===== src/rtl/apb_master_pkg.sv =====
// Shared types and defaults for the APB request master.
package apb_master_pkg;

    localparam int DEF_ADDR_WIDTH = 8;
    localparam int DEF_DATA_WIDTH = 8;
    localparam int DEF_TIMEOUT    = 16;

    typedef enum logic [1:0] {
        IDLE   = 2'd0,
        SETUP  = 2'd1,
        ACCESS = 2'd2
    } state_t;

    typedef struct packed {
        logic                      write;
        logic [DEF_ADDR_WIDTH-1:0] addr;
        logic [DEF_DATA_WIDTH-1:0] wdata;
    } req_t;

    // A zero TIMEOUT still needs a legal one-bit counter.
    function automatic int cnt_width(input int timeout);
        return (timeout > 0) ? $clog2(timeout + 1) : 1;
    endfunction

endpackage


===== src/rtl/apb_req_master_if.sv =====
// Request/response handshake plus APB bus signals of the request master.
interface apb_req_master_if #(
    parameter int ADDR_WIDTH = 8,
    parameter int DATA_WIDTH = 8
);
    logic                  req_valid_i;
    logic                  req_ready_o;
    logic                  req_write_i;
    logic [ADDR_WIDTH-1:0] req_addr_i;
    logic [DATA_WIDTH-1:0] req_wdata_i;
    logic                  rsp_valid_o;
    logic [DATA_WIDTH-1:0] rsp_rdata_o;
    logic                  rsp_err_o;
    logic                  busy_o;
    logic [ADDR_WIDTH-1:0] PADDR_o;
    logic [DATA_WIDTH-1:0] PWDATA_o;
    logic                  PWRITE_o;
    logic                  PSELx_o;
    logic                  PENABLE_o;
    logic [DATA_WIDTH-1:0] PRDATA_i;
    logic                  PREADY_i;

    modport master (
        input  req_valid_i, req_write_i, req_addr_i, req_wdata_i, PRDATA_i, PREADY_i,
        output req_ready_o, rsp_valid_o, rsp_rdata_o, rsp_err_o, busy_o,
               PADDR_o, PWDATA_o, PWRITE_o, PSELx_o, PENABLE_o
    );

    modport slave (
        output req_valid_i, req_write_i, req_addr_i, req_wdata_i, PRDATA_i, PREADY_i,
        input  req_ready_o, rsp_valid_o, rsp_rdata_o, rsp_err_o, busy_o,
               PADDR_o, PWDATA_o, PWRITE_o, PSELx_o, PENABLE_o
    );
endinterface


===== src/rtl/apb_req_master.sv =====
// Runs single register requests as two-phase APB transfers with wait-state and timeout handling.
// state  | meaning
// IDLE   | waiting for a request, ready asserted
// SETUP  | PSEL high, PENABLE low, one cycle
// ACCESS | PSEL and PENABLE high until PREADY or timeout
module apb_req_master
    import apb_master_pkg::*;
#(
    parameter int ADDR_WIDTH = DEF_ADDR_WIDTH,
    parameter int DATA_WIDTH = DEF_DATA_WIDTH,
    parameter int TIMEOUT    = DEF_TIMEOUT
) (
    input  logic             PCLK,
    input  logic             PRESETn,
    apb_req_master_if.master bus
);
    localparam int CNT_W = cnt_width(TIMEOUT);

    state_t                state_q, state_d;
    logic                  accept, complete, abort, timeout_hit;
    logic [CNT_W-1:0]      cnt_q;
    logic                  ready_q, sel_q, penable_q, pwrite_q;
    logic                  rsp_valid_q, rsp_err_q;
    logic [ADDR_WIDTH-1:0] paddr_q;
    logic [DATA_WIDTH-1:0] pwdata_q, rsp_rdata_q;

    assign timeout_hit = (TIMEOUT != 0) && (cnt_q == CNT_W'(TIMEOUT - 1));

    always_ff @(posedge PCLK or negedge PRESETn) begin
        if (!PRESETn) state_q <= IDLE;
        else          state_q <= state_d;
    end

    always_comb begin
        state_d  = state_q;
        accept   = 1'b0;
        complete = 1'b0;
        abort    = 1'b0;
        case (state_q)
            IDLE: begin
                if (bus.req_valid_i && ready_q) begin
                    accept  = 1'b1;
                    state_d = SETUP;
                end
            end
            SETUP: state_d = ACCESS;
            ACCESS: begin
                // A ready slave on the last allowed cycle beats the timeout.
                if (bus.PREADY_i) begin
                    complete = 1'b1;
                    state_d  = IDLE;
                end else if (timeout_hit) begin
                    abort   = 1'b1;
                    state_d = IDLE;
                end
            end
            default: state_d = IDLE;
        endcase
    end

    // Outputs are flopped from the next state so nothing is combinational from inputs.
    always_ff @(posedge PCLK or negedge PRESETn) begin
        if (!PRESETn) begin
            ready_q     <= 1'b0;
            sel_q       <= 1'b0;
            penable_q   <= 1'b0;
            rsp_valid_q <= 1'b0;
            rsp_err_q   <= 1'b0;
            rsp_rdata_q <= '0;
            pwrite_q    <= 1'b0;
            paddr_q     <= '0;
            pwdata_q    <= '0;
            cnt_q       <= '0;
        end else begin
            ready_q     <= (state_d == IDLE);
            sel_q       <= (state_d != IDLE);
            penable_q   <= (state_d == ACCESS);
            rsp_valid_q <= complete || abort;
            if (accept) begin
                pwrite_q <= bus.req_write_i;
                paddr_q  <= bus.req_addr_i;
                pwdata_q <= bus.req_wdata_i;
            end
            if (complete) begin
                rsp_err_q   <= 1'b0;
                rsp_rdata_q <= pwrite_q ? '0 : bus.PRDATA_i;
            end else if (abort) begin
                rsp_err_q   <= 1'b1;
                rsp_rdata_q <= '0;
            end
            if (state_q == SETUP)
                cnt_q <= '0;
            else if (state_q == ACCESS && !bus.PREADY_i)
                cnt_q <= cnt_q + 1'b1;
        end
    end

    assign bus.req_ready_o = ready_q;
    assign bus.busy_o      = sel_q;
    assign bus.PSELx_o     = sel_q;
    assign bus.PENABLE_o   = penable_q;
    assign bus.PWRITE_o    = pwrite_q;
    assign bus.PADDR_o     = paddr_q;
    assign bus.PWDATA_o    = pwdata_q;
    assign bus.rsp_valid_o = rsp_valid_q;
    assign bus.rsp_err_o   = rsp_err_q;
    assign bus.rsp_rdata_o = rsp_rdata_q;

endmodule

===== src/flat_wrapper.sv =====
// flat-port wrapper written by rule: the top's interface ports become plain ports
module apb_req_master_flat import apb_master_pkg::*;
#(
    parameter int ADDR_WIDTH = DEF_ADDR_WIDTH,
    parameter int DATA_WIDTH = DEF_DATA_WIDTH,
    parameter int TIMEOUT    = DEF_TIMEOUT
)
  (PCLK, PRESETn, bus_req_valid_i, bus_req_write_i, bus_req_addr_i, bus_req_wdata_i, bus_PRDATA_i, bus_PREADY_i, bus_req_ready_o, bus_rsp_valid_o, bus_rsp_rdata_o, bus_rsp_err_o, bus_busy_o, bus_PADDR_o, bus_PWDATA_o, bus_PWRITE_o, bus_PSELx_o, bus_PENABLE_o);
  apb_req_master_if #(.ADDR_WIDTH(ADDR_WIDTH), .DATA_WIDTH(DATA_WIDTH)) bus_i ();
  input  logic PCLK;
  input  logic PRESETn;
  input wire logic [$bits(bus_i.req_valid_i)-1:0] bus_req_valid_i;
  input wire logic [$bits(bus_i.req_write_i)-1:0] bus_req_write_i;
  input wire logic [$bits(bus_i.req_addr_i)-1:0] bus_req_addr_i;
  input wire logic [$bits(bus_i.req_wdata_i)-1:0] bus_req_wdata_i;
  input wire logic [$bits(bus_i.PRDATA_i)-1:0] bus_PRDATA_i;
  input wire logic [$bits(bus_i.PREADY_i)-1:0] bus_PREADY_i;
  output wire logic [$bits(bus_i.req_ready_o)-1:0] bus_req_ready_o;
  output wire logic [$bits(bus_i.rsp_valid_o)-1:0] bus_rsp_valid_o;
  output wire logic [$bits(bus_i.rsp_rdata_o)-1:0] bus_rsp_rdata_o;
  output wire logic [$bits(bus_i.rsp_err_o)-1:0] bus_rsp_err_o;
  output wire logic [$bits(bus_i.busy_o)-1:0] bus_busy_o;
  output wire logic [$bits(bus_i.PADDR_o)-1:0] bus_PADDR_o;
  output wire logic [$bits(bus_i.PWDATA_o)-1:0] bus_PWDATA_o;
  output wire logic [$bits(bus_i.PWRITE_o)-1:0] bus_PWRITE_o;
  output wire logic [$bits(bus_i.PSELx_o)-1:0] bus_PSELx_o;
  output wire logic [$bits(bus_i.PENABLE_o)-1:0] bus_PENABLE_o;
  assign bus_i.req_valid_i = bus_req_valid_i;
  assign bus_i.req_write_i = bus_req_write_i;
  assign bus_i.req_addr_i = bus_req_addr_i;
  assign bus_i.req_wdata_i = bus_req_wdata_i;
  assign bus_i.PRDATA_i = bus_PRDATA_i;
  assign bus_i.PREADY_i = bus_PREADY_i;
  assign bus_req_ready_o = bus_i.req_ready_o;
  assign bus_rsp_valid_o = bus_i.rsp_valid_o;
  assign bus_rsp_rdata_o = bus_i.rsp_rdata_o;
  assign bus_rsp_err_o = bus_i.rsp_err_o;
  assign bus_busy_o = bus_i.busy_o;
  assign bus_PADDR_o = bus_i.PADDR_o;
  assign bus_PWDATA_o = bus_i.PWDATA_o;
  assign bus_PWRITE_o = bus_i.PWRITE_o;
  assign bus_PSELx_o = bus_i.PSELx_o;
  assign bus_PENABLE_o = bus_i.PENABLE_o;
  apb_req_master #(.ADDR_WIDTH(ADDR_WIDTH), .DATA_WIDTH(DATA_WIDTH), .TIMEOUT(TIMEOUT)) u_core (.PCLK(PCLK), .PRESETn(PRESETn), .bus(bus_i));
endmodule

===== config.mk =====
export PLATFORM = sky130hd
export DESIGN_NAME = apb_req_master_flat
export DESIGN_NICKNAME = d
export VERILOG_FILES = /design/src/rtl/apb_master_pkg.sv /design/src/rtl/apb_req_master_if.sv /design/src/rtl/apb_req_master.sv /design/src/flat_wrapper.sv
export SDC_FILE = /design/constraint.sdc
export NUM_CORES = 1
export LEC_CHECK = 0
export BUFFER_PORTS_ARGS = -buffer_cell sky130_fd_sc_hd__buf_2
export CAP_MARGIN = 20
export CORE_ASPECT_RATIO = 1.5
export CORE_UTILIZATION = 40
export DETAILED_ROUTE_END_ITERATION = 10
export PLACE_DENSITY_LB_ADDON = 0.3
export REMOVE_ABC_BUFFERS = 1
export SLEW_MARGIN = 40
export SYNTH_ARGS = -nofsm -noshare
export SYNTH_HDL_FRONTEND = slang
export SYNTH_SLANG_ARGS = --single-unit

===== constraint.sdc =====
create_clock -name PCLK -period 1.7 [get_ports PCLK]
set_input_delay 0.17 -clock PCLK [delete_from_list [all_inputs] [get_ports PCLK]]
set_output_delay 0.17 -clock PCLK [all_outputs]
set_load 0.02 [all_outputs]

# [Word level (Yosys, flattened, before mapping)]
# Index checks and enable logic that the tools add are counted.
[op_classes] n_addsub=1 div=0 n_shift=0 order_cmp=0 reduce_logical=9 mul=0 bitwise=0 eq_ne=4 muxes=18
[ops] operator="8-bit two-way mux" n=3
[ops] operator="5-bit two-way mux" n=2
[ops] operator="1-bit two-way mux" n=9
[ops] operator="2-bit two-way mux" n=3
[ops] operator="2-bit case mux with 3 select lines" n=1
[ops] operator="2-bit nonzero test" n=3
[ops] operator="5-bit by 1-bit adder with 5-bit output (second input constant)" n=1
[ops] operator="5-bit by 4-bit equality test with 1-bit output (second input constant)" n=1
[ops] operator="2-bit equality test (second input constant)" n=2
[ops] operator="2-bit zero test" n=2
[ops] operator="2-bit by 1-bit equality test with 1-bit output (second input constant)" n=1
[ops] operator="1-bit logical AND" n=2
[ops] operator="1-bit zero test" n=1
[ops] operator="1-bit logical OR" n=1
[totals] register_bits=37 rom_bits=0 inputBits=29 out_inout_bits=31 memories=0 latchBits=0 mem_bits_rw=0

# [Depth between registers and ports, before layout]
# Gate-level depths: netlist of the first run.
[depth] ltp_word=6 ltp_mapped=6

# [Worst setup path after synthesis of the first run]
# No wires, ideal clock.
[synth_timing] kind="flip-flop to flip-flop" start="register u_core.cnt_q[0]" end="register u_core.sel_q, in the netlist u_core.bus.PSELx_o" t_required_ns=1.576 period_less_slack_ns=1.527 setup_slack_ns=0.173 arrival_time_ns=1.403 setup_ns=0.124 path_stages_with_launch=7 cell_sequence="dfrtp_1 > ha_1 > and3_1 > ha_1 > nor3_1 > mux2_4 > or2_1"
[synth_between] elab_chain_cells=5
[synth_rtl] element="start: declaration" line="apb_req_master.sv:21" source="logic [CNT_W-1:0] cnt_q;"
[synth_rtl] element="start signal: assignment" line="apb_req_master.sv:94" source="cnt_q <= cnt_q + 1'b1;"
[synth_rtl] element="5-bit by 4-bit equality test with 1-bit output" line="apb_req_master.sv:27" source="assign timeout_hit = (TIMEOUT != 0) && (cnt_q == CNT_W'(TIMEOUT - 1));"
[synth_rtl] element="2-bit two-way mux" line="apb_req_master.sv:52" source="end else if (timeout_hit) begin"
[synth_rtl] element="2-bit two-way mux" line="apb_req_master.sv:49" source="if (bus.PREADY_i) begin"
[synth_rtl] element="2-bit case mux with 3 select lines" line="apb_req_master.sv:39" source="case (state_q)"
[synth_rtl] element="named net u_core.state_d[1]" line="apb_req_master.sv:19" source="state_t state_q, state_d;"
[synth_rtl] element="2-bit nonzero test" line="apb_req_master.sv:76" source="sel_q <= (state_d != IDLE);"
[synth_rtl] element="end signal: assignment" line="apb_req_master.sv:76"
[synth_rtl] element="end: declaration" line="apb_req_master.sv:22" source="logic ready_q, sel_q, penable_q, pwrite_q;"
# The timed path passes the listed nets, and every way through them passes these cells.
# A chain may end at the register's enable or synchronous reset.

# [Worst setup path after layout of the first run]
[layout_timing] start="register u_core.cnt_q[1]" end="register u_core.sel_q, in the netlist u_core.bus.PSELx_o"
# Same word-level chain as after synthesis.

==> metrics.yaml, run 1 <==
route:
  top_layer_used: "met4"
  wl_met2_mm: 1.590
  drt_iter0_markers: 2
  drt-vias-per-instance: 4.935
  routed-wl-met3_um: 198
  wl_met1_mm: 1.164
  vias: 1071
  drtAntennaViolNets: 0
  wl_mm: 3.017
  wl_per_cell_um: 13.90
  firstDrtPassIters: 2
  drc_errors: 0
synthesis:
  ys_types: 29
  synth-compound-area-share_pct: 8.195
  synth_fa_ha_area_share_pct: 1.576
  synth_ff_type: "dfrtp_1"
  ys_warn_count: 0
  synth.mux.area_fraction_pct: 20.25
  synth_xor_area_share_pct: 0
  async_flop_share_pct: 100.0
  synth_edf_count: 0
  netlist_area_sq_mm: 0.001588
  synth.avg_cell_area_sq_um: 14.43
  synth_cells: 110
  yosys.area_share.simple_pct: 7.644
  synth_seq_cells: 37
  synth_top_family_by_area: "multiplexers"
  synth.yosys.seq_area_share_pct: 58.31
min_path:
  min_from: "bus_PRDATA_i[0]"
  holdCritPathClass: "in2reg"
  holdPathStages: 2
  hold_end: "u_core.bus.rsp_rdata_o[0]"
global_routing:
  gr-total-overflow: 0
  grt_pass1_wl_mm: 5.085
  antenna_found_initial: 0
  track_usage_pct: 16.97
  grt_pass1_vias: 1089
  grt_max_degree: 38
setup_path:
  slowest_delay_ps: 390
  reg2reg_setup_slack_ps: 80
  crit_buf_inv: 0
  worstPathArrival_ps: 1780
  critPathLaunchType: "register"
  rr_endpoint: "u_core.bus.PSELx_o"
  endpoint_kind: "register"
  path_common_cell: "ha_2"
  crit_chain: "ha_2 -> and3_1 -> ha_2 -> nor3_2 -> mux2_4 -> or2_1"
  critPathSlowestCell: "dfrtp_1"
  reg2reg_depth: 6
  cp_top_family: "simple AND/OR/NAND/NOR gates"
  required_ps: 1860
  crit_type: "reg2reg"
  crit_fanout: 4
  r2r_start: "u_core.cnt_q[1]"
  startpoint: "u_core.cnt_q[1]"
sta:
  post-route-period-util_pct: 95.28
  fmax_mhz: 617.4
  rsz0062_at_grt: "false"
  final.setup.tns_ps: 0
  maxSlewViolCount: 0
  tightest_slew_ps: 451.0
  maxSlewHeadroom_pct: 69.94
  finalHoldViolCount: 0
  finalCriticalPeriod_ps: 1620
  fin_skew_ps: 6.537
  setup_ws_ps: 80.24
  setup_viol: 0
finish:
  antennaDiodeCount: 0
  final_util_pct: 53.69
  syn_to_final_growth_pct: 26.79
  drive_gt1_share_pct: 53.45
  final_nets: 204
  final_cells: 217
cts:
  cts_buffers: 5
  ctsRootBufferMaster: "clkbuf_8"
  htreeDepth: 2
  cts_buffer_depth: 2
  clk-insertion-delay-late_ps: 280
  path_clk_slew_ps: 70
  clock-sinks: 37
  cts_tree: "done"
floorplanning:
  core_sq_mm: 0.003750
  die_w_um: 53.44
  die_h_um: 79.17
  ios: 60
  num_rows: 27
  dieArea_sq_mm: 0.004231
  initial_core_util_pct: 42.34
pwr:
  p_leak_nw: 1.028
  p_comb_share_pct: 47.2
  ir_drop_mv: 1.099
  clockPowerShare_pct: 14.6
  power_density_mw_per_mm2: 1976
  internal_power_mw: 2.472
  pwr-share-seq_pct: 38.2
  p_sw_share_pct: 37.84
  p_sw_mw: 1.505
place:
  dpl_worst_slack_ps: 21.17
  gp_congestion: 0.8553
  place.detailed.hpwl_mm: 2.255
  port_buffers: 59
  placed_cells: 208
status:
  status: "finished, final reports clean"
job:
  maxCapViolCount: 0
## layout make-up
class / instances / area [sq um]
inverters: 3 / 11.26
clock buffers: 7 / 76.32
well taps: 43 / 53.80
multi-input cells: 63 / 608.1
clock inverters: 1 / 7.507
flip-flops and latches: 37 / 925.9
fillers: 340 / 1737
repair buffers: 63 / 330.3
## flip-flops by register name, indices dropped and copies added, names as in the netlist, 2 cells and up
name / cells
u_core.bus.PADDR_o: 8
u_core.bus.rsp_rdata_o: 8
u_core.bus.PWDATA_o: 8
u_core.cnt_q: 5
u_core.state_q: 2
## stage by stage
stage | cell area (sq um) | hold slack, ps | total power [mW]
after global placement | 1907 | 284.0 | 3.351
after CTS | 2001 | 93.82 | 4.028
after detailed placement | 1907 | 309.3 | 3.429
after global routing | 2013 | 89.15 | 4.246
after floorplan | 1535 | -125.6 | 2.791
final | 2013 | 104.0 | 3.977
## cell families (layout without fill, tap and decap cells)
| logic type | Yosys count | after routing |
|---|---|---|
| buffers and inverters | 10 | 74 |
| AOI/OAI and AO/OA | 18 | 18 |
| and+or+nand+nor | 20 | 20 |
| muxes | 23 | 23 |
| adders and majority gates | 2 | 2 |
| DFF | 37 | 37 |
## layer usage
metal | vias up | global-route usage, %
met3 | 8 | 4.981
met2 | 43 | 27.63
met1 | 507 | 19.83
met5 | - | 0
li1 | 513 | -
met4 | 0 | 7.895
## synthesized netlist by cell type, drive strengths merged (2+ instances only)
master	count	area, sq um
a21oi	2	10.01
a22o	8	70.07
and3	2	17.52
buf	7	52.54
dfrtp	37	925.9
ha	2	25.02
inv	3	11.26
mux2	19	281.5
mux2i	4	40.04
nand2	3	11.26
nor2	4	15.01
nor2b	2	15.02
nor3b	2	15.01
o21ai	6	33.78
## power groups by stage
stage	clock [mW]	combinational, mW	sequential, mW
final	0.581	1.88	1.52
after global routing	0.648	2.01	1.58
after CTS	0.601	1.90	1.53
after detailed placement	0	1.91	1.52
after global placement	0	1.84	1.51
after floorplan	0	0.789	2.00
## cell usage in the layout (no fill, tap or decap), types with 2 or more instances in the layout
cell type,synthesis,routed
a21oi_1,2,2
a22o_1,8,8
buf_2,3,58
buf_4,2,4
clkbuf_1,0,2
clkbuf_8,0,5
dfrtp_1,37,37
ha_2,0,2
inv_1,3,3
mux2_4,18,18
mux2i_1,4,4
nand2_1,3,3
nor2_1,4,4
nor3b_1,2,2
o21ai_0,5,5
## repair_timing
item,4_1_cts,5_1_grt
resized for setup,0,3
hold buffers,1,0
endpoints found under the setup margin,0,10
buffers inserted,0,0
hold endpoints to repair,31,0
## worst max path at each step
| stage | end | slack (ps) | depth (start not counted) |
|---|---|---|---|
| after detailed placement | u_core.bus.rsp_rdata_o[7] | 20 | 5 |
| after CTS | u_core.bus.req_ready_o | 10 | 6 |
| after global routing | u_core.bus.PSELx_o | 2 | 6 |
| final | u_core.bus.PSELx_o | 80 | 6 |
| after global placement | u_core.bus.req_ready_o | 120 | 6 |
| after floorplan | u_core.bus.PSELx_o | 160 | 6 |
Power figures use the tool's default switching activity.
==> run 2: changes to the inputs <==
--- a/config.mk
+++ b/config.mk
@@ -5,6 +5,7 @@
 export SDC_FILE = /design/constraint.sdc
 export NUM_CORES = 1
 export LEC_CHECK = 0
+export ABC_AREA = 1
 export BUFFER_PORTS_ARGS = -buffer_cell sky130_fd_sc_hd__buf_2
 export CAP_MARGIN = 20
 export CORE_ASPECT_RATIO = 1.5
==> run 2 against run 1 <==
Against the previous run:
- count of clock-buffer cells in the layout unchanged
- critical endpoint is now u_core.bus.rsp_rdata_o[5]
- total power decreased by 11%
- largest cell class unchanged
- design area decreased by 3.7%
- highest routed layer unchanged
- clock power grew 3.6%
==> metrics.yaml, run 2 <==
status:
  status: "finished, final reports clean"
sta:
  final.setup.tns_ps: 0  # unchanged
  finalHoldViolCount: 0  # unchanged
  maxSlewHeadroom_pct: 69.57  # -0.36 points
  maxSlewViolCount: 0  # unchanged
  finalCriticalPeriod_ps: 1533  # -86.96 ps
  fmax_mhz: 652.4  # +5.7%
  setup_ws_ps: 167.2  # +86.96 ps
  fin_skew_ps: 5.670  # -0.8668 ps
  setup_viol: 0  # unchanged
  tightest_slew_ps: 456.4  # +5.430 ps
  post-route-period-util_pct: 90.16  # -5.1 points
  rsz0062_at_grt: "false"
cts:
  path_clk_slew_ps: 70  # about the same
  htreeDepth: 2  # unchanged
  cts_buffer_depth: 2  # unchanged
  cts_tree: "done"
  postCtsSetupRepairBufs: 0  # unchanged
  ctsRootBufferMaster: "clkbuf_8"
  clk-insertion-delay-late_ps: 280  # about the same
  clock-sinks: 37  # unchanged
  cts_buffers: 5  # unchanged
finish:
  final_cell_mix: "nand2_1, buf_2, dfrtp_1"
  final_cells: 266  # +23%
  mostFrequentLayoutCell: "nand2_1"
  syn_to_final_growth_pct: 27.57
  drive_gt1_share_pct: 34.98  # -18 points
  final_nets: 254  # +25%
  ff_latch_area_sq_um: 925.9  # unchanged
  antennaDiodeCount: 0  # unchanged
  multi_input_area_sq_um: 519.2  # -15%
  fill_cells: 368  # +8.2%
floorplanning:
  core_sq_mm: 0.003649  # -2.7%
  num_rows: 27  # unchanged
  ios: 60  # unchanged
  initial_core_util_pct: 41.67  # -0.68 points
  die_h_um: 77.51  # -2.1%
  die_w_um: 52.34  # -2.1%
  dieArea_sq_mm: 0.004056  # -4.1%
place:
  dpl_worst_slack_ps: 104.2  # +83.03 ps
  port_buffers: 59  # unchanged
  placed_cells: 258  # +24%
  place.detailed.hpwl_mm: 2.160  # -4.2%
  gp_congestion: 0.7451  # -13%
pwr:
  ir_drop_mv: 1.001  # -9.0%
  internal_power_mw: 2.058  # -17%
  p_sw_share_pct: 41.93  # +4.1 points
  clockPowerShare_pct: 17.0  # +2.4 points
  power_density_mw_per_mm2: 1827  # -7.5%
  p_comb_share_pct: 41.8  # -5.4 points
  p_leak_nw: 1.101  # +7.1%
  pwr-share-seq_pct: 41.2  # +3.0 points
  p_sw_mw: 1.486  # -1.3%
route:
  routed-wl-met3_um: 142  # -28%
  wl_per_cell_um: 11.25  # -19%
  drt_iter0_markers: 30  # +28
  drc_errors: 0  # unchanged
  drtAntennaViolNets: 0  # unchanged
  drt-vias-per-instance: 4.669  # -5.4%
  firstDrtPassIters: 6  # +4
  wl_mm: 2.992  # -0.83%
  top_layer_used: "met4"
  wl_met1_mm: 1.224  # +5.2%
  vias: 1242  # +16%
  wl_met2_mm: 1.573  # -1.1%
synthesis:
  synth.avg_cell_area_sq_um: 9.561  # -34%
  ys_types: 19  # -34%
  synth_most_common_cell: "nand2_1"
  synth_cells: 159  # +45%
  synthTopCellsByArea: "dfrtp_1, nand2_1, nand3_1, o21ai_2, buf_6"
  ys_warn_count: 0  # unchanged
  netlist_area_sq_mm: 0.001520  # -4.3%
  yosys-top-cells-count: "nand2_1, dfrtp_1, nand3_1"
  synth_edf_count: 0  # unchanged
  synth.largest_area_cell: "dfrtp_1"
  synth_seq_cells: 37  # unchanged
  async_flop_share_pct: 100.0  # unchanged
  synth_ff_type: "dfrtp_1"
  synth.yosys.seq_area_share_pct: 60.91  # +2.6 points
  yosysTopAreaCellShare_pct: 60.91  # +2.6 points
setup_path:
  critPathLaunchType: "register"
  crit_type: "reg2reg"
  worstPathArrival_ps: 1750  # -30 ps
  crit_fanout: 9  # +5
  required_ps: 1920  # +60 ps
  endpoint_kind: "register"
  reg2reg_setup_slack_ps: 170  # +90 ps
global_routing:
  antenna_found_initial: 0  # unchanged
  gr-total-overflow: 0  # unchanged
  grt_pass1_vias: 1179  # +8.3%
  track_usage_pct: 16.59  # -0.38 points
  grt_pass1_wl_mm: 4.961  # -2.4%
  grt_max_degree: 38  # unchanged
job:
  maxCapViolCount: 0  # unchanged
min_path:
  holdCritPathClass: "in2reg"
run 2: cell types whose count changed in the layout (fill, tap and decap cells not counted), sizes merged, moves of 2 or more:
cell	delta
nand2	+71
mux2	-19
nand3	+13
a22o	-8
inv	+5
mux2i	-4
nand4	+3
and3	-2
nor2b	-2
nor3b	-2
run 2: final cells by class:
| type | instances | area share, % |
|---|---|---|
| sequential | 37 | 47.74 |
| multi-input combinational | 108 | 26.77 |
| tap | 43 | 2.774 |
| inverter | 9 | 1.742 |
| timing repair buffer | 62 | 16.52 |
| clock buffer | 7 | 4.452 |
run 2: cell families (layout without fill, tap and decap cells):
| logic type | Yosys count | after routing | share of synthesized area (%) |
|---|---|---|---|
| AO/OA/AOI/OAI | 9 | 9 | 4.443 |
| XOR/XNOR | 1 | 1 | 0.5762 |
| flip-flops | 37 | 37 | 60.91 |
| adder cells (fa/ha/maj) | 2 | 2 | 1.646 |
| AND/OR/NAND/NOR | 96 | 96 | 27.00 |
| buffers and inverters | 14 | 78 | 5.431 |
run 2: what timing repair did:
item / 4_1_cts / 5_1_grt
hold endpoints to repair: 37 / 0
hold buffers: 1 / 0
setup endpoints to repair: 0 / 8
gates resized for setup: 0 / 1
run 2: layer usage:
layer | vias up | GRT usage [%]
met5 | - | 0
met4 | 0 | 6.316
met3 | 5 | 4.902
met2 | 36 | 28.48
met1 | 577 | 18.60
li1 | 624 | -
run 2: per-stage QoR:
stage | hold slack [ps] | area (sq um) | total power [mW] | util, %
floorplan | -125.6 | 1471 | 2.421 | -
global placement | 238.4 | 1836 | 2.945 | 50.31
detailed placement | 247.3 | 1836 | 2.967 | 50.31
CTS | 67.56 | 1932 | 3.582 | 52.95
global route | 70.22 | 1939 | 3.806 | 53.15
finish | 76.98 | 1939 | 3.544 | 53.15
run 2: power by group through the flow:
stage                     logic [mW]  registers [mW]  clock network, mW
after floorplan                0.545            1.88                  0
after global placement          1.47            1.48                  0
after detailed placement        1.50            1.47                  0
after CTS                       1.50            1.46              0.620
after global routing            1.64            1.51              0.657
final                           1.48            1.46              0.602
run 2: worst paths after layout:
check | start | to | cells past startpoint
setup reg to reg | u_core.cnt_q[0] | u_core.bus.rsp_rdata_o[5] | 7
hold / removal | bus_req_addr_i[5] | u_core.bus.PADDR_o[5] | 3
min in group asynchronous | PRESETn | u_core.bus.PADDR_o[2] | 3
setup / recovery | u_core.cnt_q[0] | u_core.bus.rsp_rdata_o[5] | 7
max in group asynchronous | PRESETn | u_core.cnt_q[1] | 3
hold reg to reg | u_core.bus.rsp_rdata_o[6] | u_core.bus.rsp_rdata_o[6] | 2
run 2: worst max-delay path: stages (launching register included):
cell	delay (ps)
dfrtp_1	430
ha_1	240
nand2_1	70
nor2_1	40
ha_1	250
o21ai_4	260
nand2_1	90
nand2_1	80
==> run 3: changes to the inputs <==
--- a/config.mk
+++ b/config.mk
@@ -13,6 +13,7 @@
 export DETAILED_ROUTE_END_ITERATION = 10
 export PLACE_DENSITY_LB_ADDON = 0.3
 export REMOVE_ABC_BUFFERS = 1
+export SETUP_SLACK_MARGIN = 0.5
 export SLEW_MARGIN = 40
 export SYNTH_ARGS = -nofsm -noshare
 export SYNTH_HDL_FRONTEND = slang
==> run 3 against run 2 <==
Against the previous run:
- cell count is 1.9% higher
- worst setup slack gained 250 ps
- maximum frequency up 20%
- total power up 2.6%
- design area up 3.8%
- non-clock buffer count grew 4
- sequential cell count did not move
- wire length is 9.2% higher
- critical path type unchanged
==> metrics.yaml, run 3 (synthesized netlist as in run 2, its figures left out) <==
pwr:
  power_density_mw_per_mm2: 1805  # -1.2%
  ir_drop_mv: 1.018  # +1.8%
  p_total_mw: 3.634  # +2.6%
  p_leak_nw: 1.131  # +2.7%
cts:
  cts_tree: "done"
  path_clk_slew_ps: 70  # about the same
  cts_buffers: 5  # unchanged
  clk-insertion-delay-late_ps: 280  # about the same
  cts_buffer_depth: 2  # unchanged
  clock-sinks: 37  # unchanged
  htreeDepth: 2  # unchanged
  ctsRootBufferMaster: "clkbuf_8"
setup_path:
  r2r_start: "u_core.cnt_q[0]"
  worstPathArrival_ps: 1500  # -250 ps
  crit_fanout: 6  # -3
  reg2reg_setup_slack_ps: 420  # +250 ps
  startpoint: "u_core.cnt_q[0]"
  reg2reg_depth: 7  # unchanged
  endpoint_kind: "register"
  critPathLaunchType: "register"
  rr_endpoint: "u_core.bus.rsp_rdata_o[5]"
  crit_type: "reg2reg"
  required_ps: 1920  # about the same
finish:
  syn_to_final_growth_pct: 32.43
  final_area_sq_mm: 0.002013  # +3.8%
  drive_gt1_share_pct: 38.60  # +3.6 points
  mostFrequentLayoutCell: "nand2_1"
  final_cells: 271  # +1.9%
  final_cell_mix: "nand2_1, buf_2, dfrtp_1"
  antennaDiodeCount: 0  # unchanged
  final_nets: 259  # +2.0%
global_routing:
  track_usage_pct: 17.98  # +1.4 points
  grt_pass1_vias: 1262  # +7.0%
  gr-total-overflow: 0  # unchanged
  grt_max_degree: 38  # unchanged
  grt_pass1_wl_mm: 5.319  # +7.2%
  antenna_found_initial: 0  # unchanged
sta:
  hold_ws_ps: 75.84  # -1.136 ps
  setup_viol: 0  # unchanged
  fin_skew_ps: 6.379  # +0.7092 ps
  fmax_mhz: 780.4  # +20%
  maxSlewViolCount: 0  # unchanged
  rsz0062_at_grt: "true"
  post-route-period-util_pct: 75.37  # -15 points
  finalHoldViolCount: 0  # unchanged
  final.setup.tns_ps: 0  # unchanged
  tightest_slew_ps: 454.8  # -1.549 ps
  maxSlewHeadroom_pct: 69.68  # +0.10 points
  finalCriticalPeriod_ps: 1281  # -251.4 ps
floorplanning:
  ios: 60  # unchanged
  die_h_um: 77.51  # unchanged
  core_sq_mm: 0.003649  # unchanged
  num_rows: 27  # unchanged
  die_w_um: 52.34  # unchanged
  dieArea_sq_mm: 0.004056  # unchanged
  initial_core_util_pct: 41.67  # unchanged
place:
  place.detailed.hpwl_mm: 2.160  # unchanged
  placed_cell_area_sq_mm: 0.001836  # unchanged
  port_buffers: 59  # unchanged
  placed_cells: 258  # unchanged
  gp_congestion: 0.7451  # unchanged
route:
  vias: 1267  # +2.0%
  wl_per_cell_um: 12.05  # +7.1%
  firstDrtPassIters: 4  # -2
  drt-vias-per-instance: 4.675  # +0.13%
  drt_iter0_markers: 30  # unchanged
  drc_errors: 0  # unchanged
  drtAntennaViolNets: 0  # unchanged
  wl_mm: 3.266  # +9.2%
min_path:
  holdCritPathClass: "in2reg"
  hold_end: "u_core.bus.PADDR_o[5]"
  min_from: "bus_req_addr_i[5]"
  holdPathStages: 3  # unchanged
job:
  maxCapViolCount: 0  # unchanged
status:
  status: "finished, final reports clean"
[run 3: changes by cell type in the layout (fill, tap and decap cells not counted), sizes merged]
cell,before,now
buf,61,65
o21ai,7,8
[run 3: timing repair]
action,CTS,global route
cloned,1,0
gates resized for setup,8,3
pin swaps,9,4
hold buffers,1,0
setup buffers,3,1
setup endpoints to repair,17,33
hold endpoints to repair,37,0
[run 3: worst max-delay path, cell delays in order, from the launching register on]
cell and delay (ps):
dfrtp_1 400, ha_2 190, nand2_2 70, nor2_2 50, ha_4 180, o21ai_4 190, nand2_1 80, nand2_1 60
[run 3: per-stage QoR]
stage	util [%]	setup slack, ps
global placement	50.31	150.8
detailed placement	50.31	104.2
CTS	54.77	439.0
finish	55.18	418.7
global route	55.18	320.4
floorplan	-	258.6
[run 3: final cells by class]
| cell class | count | area, sq um |
|---|---|---|
| fillers | 358 | 1635 |
| well taps | 43 | 53.80 |
| multi-input cells | 109 | 560.5 |
| flip-flops and latches | 37 | 925.9 |
| clock buffers | 7 | 86.33 |
| repair buffers | 66 | 350.3 |
| inverters | 9 | 36.28 |
[run 3: metal layers]
metal	part of all wire, %	GRT usage [%]
met5	0	0
met4	1.6	6.316
met3	4.0	4.902
met2	55	32.41
met1	39	19.12
[run 3: worst max path at each step]
stage               slack, ps                   endpoint  depth (start not counted)
floorplan                 260  u_core.bus.rsp_rdata_o[0]                          7
global placement          150  u_core.bus.rsp_rdata_o[5]                          7
detailed placement        100  u_core.bus.rsp_rdata_o[5]                          7
CTS                       440  u_core.bus.rsp_rdata_o[5]                          7
global route              320  u_core.bus.rsp_rdata_o[5]                          7
finish                    420  u_core.bus.rsp_rdata_o[5]                          7
[run 3: report_power, final]
| group | switching (mW) | internal [mW] |
|---|---|---|
| Sequential | 0.209 | 1.25 |
| Clock | 0.283 | 0.321 |
| Combinational | 1.04 | 0.536 |
